`src/rtl/qspi_pkg.sv`:
```
// Shared types and constants for the qspi memory-side arbiter and its line register.
package qspi_pkg;

    localparam int PA          = 24;
    localparam int LINE_LENGTH = 4;
    localparam int NIB         = 2 * LINE_LENGTH;

    localparam logic DEV_RAM = 1'b0;
    localparam logic DEV_ROM = 1'b1;

    localparam logic SIDE_D = 1'b0;
    localparam logic SIDE_I = 1'b1;

    typedef enum logic [1:0] {
        IDLE,
        RD,
        WR,
        GAP
    } arb_state_t;

    // Low bit of nibble k inside a line: byte k/2, high nibble first.
    function automatic int nib_lo(input int k);
        return 8 * (k / 2) + (((k % 2) == 1) ? 0 : 4);
    endfunction

endpackage

```
`src/rtl/qspi_line_shift.sv`:
```
// Line register addressed by nibble: whole-line load or single-nibble insert,
// plus a nibble select port. Used for read assembly and as the write source.
module qspi_line_shift #(
    parameter  int NIB = qspi_pkg::NIB,
    localparam int NW  = $clog2(NIB),
    localparam int LW  = 4 * NIB
) (
    input  logic          clk,
    input  logic          reset,
    input  logic          load_en,
    input  logic [LW-1:0] load_line,
    input  logic          ins_en,
    input  logic [NW-1:0] ins_idx,
    input  logic [3:0]    ins_nib,
    input  logic [NW-1:0] sel_idx,
    output logic [3:0]    sel_nib,
    output logic [LW-1:0] line,
    output logic [LW-1:0] line_next
);
    import qspi_pkg::*;

    logic [LW-1:0] line_q;
    logic [LW-1:0] line_d;

    always_comb begin
        line_d = line_q;
        if (load_en) begin
            line_d = load_line;
        end else if (ins_en) begin
            for (int k = 0; k < NIB; k++) begin
                if (ins_idx == NW'(k)) begin
                    line_d[nib_lo(k) +: 4] = ins_nib;
                end
            end
        end
    end

    always_comb begin
        sel_nib = '0;
        for (int k = 0; k < NIB; k++) begin
            if (sel_idx == NW'(k)) begin
                sel_nib = line_q[nib_lo(k) +: 4];
            end
        end
    end

    // NOTE: the line is a plain register, not a RAM, so it is reset; this is what makes dwrite read 0 out of reset.
    always_ff @(posedge clk) begin
        if (reset) begin
            line_q <= '0;
        end else begin
            line_q <= line_d;
        end
    end

    assign line      = line_q;
    assign line_next = line_d;

endmodule

```
`src/rtl/qspi_mem_arb.sv`:
```
// Round-robin arbiter between I-cache fills and D-cache reads/writes in front of
// the qspi controller; assembles read nibbles into lines and serialises write lines.
module qspi_mem_arb #(
    parameter  int PA          = qspi_pkg::PA,
    parameter  int LINE_LENGTH = qspi_pkg::LINE_LENGTH,
    localparam int AW          = PA - $clog2(LINE_LENGTH),
    localparam int LW          = 8 * LINE_LENGTH
) (
    input  logic          clk,
    input  logic          reset,
    input  logic          ic_req,
    input  logic          ic_mem,
    input  logic [AW-1:0] ic_paddr,
    output logic          ic_ack,
    output logic [LW-1:0] ic_rline,
    input  logic          dc_req,
    input  logic          dc_write,
    input  logic          dc_mem,
    input  logic [AW-1:0] dc_paddr,
    input  logic [LW-1:0] dc_wline,
    output logic          dc_ack,
    output logic [LW-1:0] dc_rline,
    output logic          req,
    output logic          i_d,
    output logic          mem,
    output logic          write,
    output logic [AW-1:0] paddr,
    input  logic          wstrobe_i,
    input  logic          wstrobe_d,
    input  logic          rstrobe_d,
    output logic [3:0]    dwrite,
    input  logic [3:0]    qspi_din
);
    import qspi_pkg::*;

    localparam int NIB = 2 * LINE_LENGTH;
    localparam int NW  = $clog2(NIB);

    arb_state_t    state_q,    state_d;
    logic          req_q,      req_d;
    logic          i_d_q,      i_d_d;
    logic          mem_q,      mem_d;
    logic          write_q,    write_d;
    logic          last_q,     last_d;
    logic          ic_ack_q,   ic_ack_d;
    logic          dc_ack_q,   dc_ack_d;
    logic [AW-1:0] paddr_q,    paddr_d;
    logic [NW-1:0] nib_q,      nib_d;
    logic [LW-1:0] ic_rline_q, ic_rline_d;
    logic [LW-1:0] dc_rline_q, dc_rline_d;

    logic          grant_i;
    logic          grant_d;
    logic          rd_stb;
    logic          wr_stb;
    logic          last_nib;
    logic          wsrc_load;
    logic [LW-1:0] asm_line_next;
    logic [3:0]    unused_asm_nib;
    logic [LW-1:0] unused_asm_line;
    logic [LW-1:0] unused_wsrc_line;
    logic [LW-1:0] unused_wsrc_next;

    // The side not granted last wins a tie; last_q resets to D so I wins first.
    assign grant_i   = ic_req && (!dc_req || (last_q == SIDE_D));
    assign grant_d   = dc_req && !grant_i;
    assign rd_stb    = (state_q == RD) && (i_d_q ? wstrobe_i : wstrobe_d);
    assign wr_stb    = (state_q == WR) && rstrobe_d;
    assign last_nib  = (nib_q == NW'(NIB - 1));
    assign wsrc_load = (state_q == IDLE) && grant_d;

    qspi_line_shift #(.NIB(NIB)) u_rd_asm (
        .clk       (clk),
        .reset     (reset),
        .load_en   (1'b0),
        .load_line ('0),
        .ins_en    (rd_stb),
        .ins_idx   (nib_q),
        .ins_nib   (qspi_din),
        .sel_idx   (nib_q),
        .sel_nib   (unused_asm_nib),
        .line      (unused_asm_line),
        .line_next (asm_line_next)
    );

    qspi_line_shift #(.NIB(NIB)) u_wr_src (
        .clk       (clk),
        .reset     (reset),
        .load_en   (wsrc_load),
        .load_line (dc_wline),
        .ins_en    (1'b0),
        .ins_idx   ('0),
        .ins_nib   ('0),
        .sel_idx   (nib_q),
        .sel_nib   (dwrite),
        .line      (unused_wsrc_line),
        .line_next (unused_wsrc_next)
    );

    always_comb begin
        state_d    = state_q;
        req_d      = req_q;
        i_d_d      = i_d_q;
        mem_d      = mem_q;
        write_d    = write_q;
        last_d     = last_q;
        paddr_d    = paddr_q;
        nib_d      = nib_q;
        ic_rline_d = ic_rline_q;
        dc_rline_d = dc_rline_q;
        ic_ack_d   = 1'b0;
        dc_ack_d   = 1'b0;

        case (state_q)
            IDLE: begin
                if (grant_i || grant_d) begin
                    i_d_d   = grant_i;
                    last_d  = grant_i;
                    mem_d   = grant_i ? ic_mem : dc_mem;
                    paddr_d = grant_i ? ic_paddr : dc_paddr;
                    write_d = grant_d && dc_write;
                    req_d   = 1'b1;
                    nib_d   = '0;
                    state_d = (grant_d && dc_write) ? WR : RD;
                end
            end
            RD: begin
                if (rd_stb) begin
                    nib_d = nib_q + NW'(1);
                    if (last_nib) begin
                        req_d   = 1'b0;
                        state_d = GAP;
                        // The copy includes the nibble being written on this same edge.
                        if (i_d_q) begin
                            ic_ack_d   = 1'b1;
                            ic_rline_d = asm_line_next;
                        end else begin
                            dc_ack_d   = 1'b1;
                            dc_rline_d = asm_line_next;
                        end
                    end
                end
            end
            WR: begin
                if (wr_stb) begin
                    nib_d = nib_q + NW'(1);
                    if (last_nib) begin
                        req_d    = 1'b0;
                        dc_ack_d = 1'b1;
                        state_d  = GAP;
                    end
                end
            end
            GAP: begin
                state_d = IDLE;
            end
            default: begin
                state_d = IDLE;
            end
        endcase
    end

    // NOTE: every flop updates with <= so all of them see the same pre-edge values.
    always_ff @(posedge clk) begin
        if (reset) begin
            state_q    <= IDLE;
            req_q      <= 1'b0;
            i_d_q      <= 1'b0;
            mem_q      <= DEV_RAM;
            write_q    <= 1'b0;
            last_q     <= SIDE_D;
            paddr_q    <= '0;
            nib_q      <= '0;
            ic_ack_q   <= 1'b0;
            dc_ack_q   <= 1'b0;
            ic_rline_q <= '0;
            dc_rline_q <= '0;
        end else begin
            state_q    <= state_d;
            req_q      <= req_d;
            i_d_q      <= i_d_d;
            mem_q      <= mem_d;
            write_q    <= write_d;
            last_q     <= last_d;
            paddr_q    <= paddr_d;
            nib_q      <= nib_d;
            ic_ack_q   <= ic_ack_d;
            dc_ack_q   <= dc_ack_d;
            ic_rline_q <= ic_rline_d;
            dc_rline_q <= dc_rline_d;
        end
    end

    assign req      = req_q;
    assign i_d      = i_d_q;
    assign mem      = mem_q;
    assign write    = write_q;
    assign paddr    = paddr_q;
    assign ic_ack   = ic_ack_q;
    assign dc_ack   = dc_ack_q;
    assign ic_rline = ic_rline_q;
    assign dc_rline = dc_rline_q;

endmodule
```
`config.mk`:
```
export PLATFORM = sky130hd
export DESIGN_NAME = qspi_mem_arb
export DESIGN_NICKNAME = d
export VERILOG_FILES = /design/src/rtl/qspi_pkg.sv /design/src/rtl/qspi_line_shift.sv /design/src/rtl/qspi_mem_arb.sv
export SDC_FILE = /design/constraint.sdc
export NUM_CORES = 1
export LEC_CHECK = 0
export ABC_CLOCK_PERIOD_IN_PS = 4500
export CORE_MARGIN = 10
export CORE_UTILIZATION = 54
export DETAILED_ROUTE_END_ITERATION = 6
export GPL_TIMING_DRIVEN = 0
export PLACE_DENSITY = 0.86
export SLEW_MARGIN = 20
export SYNTH_ARGS = -nofsm -noshare
export SYNTH_HDL_FRONTEND = slang
export SYNTH_HIERARCHICAL = 1
export SYNTH_SLANG_ARGS = --single-unit
```
`constraint.sdc`:
```
create_clock -name clk -period 4.5 [get_ports clk]
set_input_delay 0.675 -clock clk [delete_from_list [all_inputs] [get_ports clk]]
set_output_delay 0.675 -clock clk [all_outputs]
set_load 0.02 [all_outputs]
```
# After elaboration in Yosys (flattened, before gate mapping)
# Cells that the tools add are included.
# Widths: inputs -> output; s select.
[classes]
n_addsub = 1
multipliers = 0
div_mod_pow = 0
magnitude_cmp = 0
n_eq_ne = 13
shifts = 0
mux = 42
bitwise = 4
n_reduce_logical = 19
[op_table]
columns = ["op", "n"]
rows = [
  ["$mux 4", 16],
  ["$mux 32", 1],
  ["$mux 22", 1],
  ["$eq 3x3->1 const B", 4],
  ["$mux 1", 12],
  ["$reduce_and 4->1", 3],
  ["$mux 2", 5],
  ["$mux 3", 3],
  ["$pmux 3 s3", 1],
  ["$pmux 2 s4", 1],
  ["$eq 3x2->1 const B", 2],
  ["$logic_and 1x1->1", 6],
  ["$eq 2x2->1 const B", 2],
  ["$ne 2x2->1 const B", 2],
  ["$not 1->1", 4],
  ["$reduce_or 4->1", 1],
  ["$add 3x1->3 const B", 1],
  ["$eq 3x1->1 const B", 1],
  ["$logic_not 3->1", 1],
  ["$pmux 1 s3", 1],
  ["$reduce_and 3->1", 1],
  ["$reduce_bool 3->1", 1],
  ["$eq 2x1->1 const B", 1],
  ["$logic_not 1->1", 2],
  ["other kinds (5)", 6],
]
[totals]
regBits = 161
latchBits = 0
ram_bits = 0
romBits = 0
in_bits = 90
output_inout_bits = 96
word_cells = 92
mem_count = 0

# Depth between registers and ports, before layout
[depth]
word_depth = 9
depth_mapped = 9
ltp_nobuf = 8

# Cells and area by module
# Netlist, hierarchy kept.
[modules_own_cells]
columns = ["module", "n_inst", "cells_per_inst", "area_per_inst_um2", "seq_area_each_um2"]
rows = [
  ["qspi_line_shift", 2, 232, 2060.7, 640.6],
  ["qspi_mem_arb", 1, 443, 3713.6, 1941.9],
]

# Worst setup path before layout
# OpenSTA, ideal clock, no wires.
[synth_timing]
path_type = "flip-flop to output port"
from = "reg nib_q[1]"
to = "out dwrite[3]"
t_arrival_ns = 1.614
required_time_ns = 3.825
path_slack_ns = 2.211
stages_incl_launch_ff = 4
n_path_buf = 1
path_cell_list = "dfxtp_1 -> clkbuf_1 -> mux4_2 -> mux2_2"
[synth_via]
elab_chain_len = 9
word_cells_on_any_way = 16
cone_classes = "eq/ne: 7; mux: 8; reduce/logical: 1"
[synth_rtl]
columns = ["item", "line_no", "source"]
rows = [
  ["start: declaration", "qspi_mem_arb.sv:48", "logic [NW-1:0] nib_q, nib_d;"],
  ["start signal: assignment", "qspi_mem_arb.sv:186", "nib_q <= nib_d;"],
  ["$logic_not 3->1", "--", ""],
  ["$mux 4 (7 in series)", "qspi_line_shift.sv:41", "if (sel_idx == NW'(k)) begin"],
  ["$mux 4 (*)", "qspi_line_shift.sv:41", ""],
  ["end: declaration", "qspi_mem_arb.sv:31", "output logic [3:0] dwrite,"],
]
# Mark *: on every way between the ends. The rest lies on a longest branch, timed or not.

# Final worst setup path
# Ends and elaborated chain as after synthesis.

==> impl_metrics.yaml <==
floorplanning:
  start_util_pct: 55.7
  die_area_um2: 18800
  die_h_um: 137
  ios: 186
  fp.coreArea_um2: 13300
  die_x_um: 137
  rows: 42
synthesis:
  yosys_warnings: 6
  avgSynthCellArea_um2: 8.66
  synthCells: 858
  netlist_area_um2: 7430
worst_hold_path:
  hold_class: "reg2reg"
clock_tree:
  root_buffer: "clkbuf_16"
  cts_buffers: 17
  cts_tree: "done"
  clkTransAtPathRegs_ns: 0.06
  cts_hold_buf: 0
  htreeDepth: 4
  clock_latency_ns: 0.43
  ctsResizeCount: 0
  clock_sinks: 161
  post-cts-setup-buffer-count: 0
  clk_path_buf_depth: 2
drt:
  dr.first_iter.drc_count: 449
  vias_per_cell: 5.24
  dr_total_vias: 6909
  wl_per_cell_um: 16.5
  dr.pass1.iters: 5
  drt_wl_total_um: 21700
  drc: 0
  final_antenna_net_count: 0
sta:
  skew_ns: 0.0105
  worstMarginPinSlew_ns: 0.766
  slew_headroom_pct: 48.8
  layout_min_cycle_time_ns: 3.53
  setup_viol: 0
  final_hold_viol_count: 0
  setup_slack_ns: 0.968
  rsz0062_at_grt: "no"
  fmax_mhz: 283
  setup_tns_ns: 0
  drv_slew: 0
  fin_crit_sh_pct: 78.5
global_route:
  gr-total-overflow: 0
  antenna_found_initial: 1
  grt_pass1_wl_um: 34100
  track_usage_pct: 22.7
  grt_max_degree: 17
  grt_pass1_vias: 6855
flow_run:
  cap_violations: 0
power_and_ir_drop:
  leakagePower_nw: 3.88
  max-vdd-ir-drop_uv: 266
  power_density_nw_per_um2: 430
layout:
  final_nets: 1225
  syn_to_final_growth_pct: 39.2
  final_util_pct: 77.5
  finalNonFillerCells: 1319
  drive_above_1_share_pct: 10.8
placement:
  dp_hpwl_um: 16500
  dpl.cell_count: 1287
  port_buffers: 185
  place_ws_ns: 1.39
  gp_congestion: 0.832
critical_path:
  criticalPathCategory: "reg2out"
  crit_arrival_ns: 2.86
  start_kind: "register"
  critical_path_peak_fanout: 11
  crit_path_end_kind: "output pin"
  crit_required_ns: 3.83
outcome:
  status: "completed"
-- placed cells by master, fill, tap and decap left out, types with 4 or more instances in the layout --
cell / count
clkdlybuf4s50_1: 185
buf_2: 5
dfxtp_1: 161
mux4_2: 8
a21oi_1: 100
a211oi_2: 8
inv_1: 68
conb_1: 69
clkbuf_1: 46
ha_1: 5
mux2_4: 8
mux2i_1: 24
clkbuf_16: 17
o21ai_0: 4
nand2_1: 129
buf_1: 10
mux2_2: 60
nor2_1: 101
a211oi_1: 79
nand4b_1: 7
nand4bb_1: 4
-- metrics by stage --
| stage | cell area (µm²) | hold WS [ns] | power, mW |
|---|---|---|---|
| after detailed placement | 9760 | 0.447 | 3.03 |
| after global placement | 9760 | 0.442 | 2.99 |
| final | 10300 | 0.454 | 4.45 |
| after CTS | 10300 | 0.455 | 4.45 |
| after floorplan | 7680 | 0.467 | 2.56 |
| after global routing | 10300 | 0.469 | 4.65 |
-- path summary, 6_finish.rpt --
path / startpoint / endpoint / slack, ns / depth (start not counted)
setup / recovery: nib_q[1] / dwrite[3] / 0.97 / 4
setup reg to reg: last_q / ic_rline[7] / 2.05 / 8
hold reg to reg: dc_rline[9] / dc_rline[9] / 0.45 / 2
hold / removal: dc_rline[9] / dc_rline[9] / 0.45 / 2
-- critical path, cell delays in order (launching register included) --
cell and delay, ns:
dfxtp_1 0.55, clkbuf_1 0.47, mux4_2 0.59, mux2_2 0.28, clkdlybuf4s50_1 0.55
-- power breakdown --
part	total, mW	switching (mW)	leakage, nW	internal [mW]
sequential	1.72	0.102	1.32	1.62
combinational	1.30	0.682	2.28	0.620
clock	1.43	0.570	0.282	0.856
total	4.45	1.35	3.88	3.09
-- area by class of cell --
type | count | area (µm²)
diodes | 1 | 2.50
plain buffers | 60 | 235
clock buffers | 22 | 474
clock inverters | 9 | 108
fillers | 980 | 3010
inverters | 68 | 255
multi-input cells | 637 | 3970
flip-flops and latches | 161 | 3220
well taps | 176 | 220
repair buffers | 185 | 1850
-- registers in the layout, indices dropped and copies added, names as in the netlist --
register	count
ic_ack	1
nib_q	3
last_q	1
ic_rline	32
state_q	2
u_wr_src/line	32
write	1
u_rd_asm/line	32
mem	1
paddr	22
req	1
dc_rline	32
dc_ack	1
-- per-layer routing --
metal	global-route usage, %	vias up	wire length, µm
li1	-	3435	-
met1	25.4	3217	8730
met2	39.7	216	10900
met3	6.88	39	1590
met4	8.72	2	448
met5	0	-	14
No activity file was read; power rests on OpenSTA's default activity.
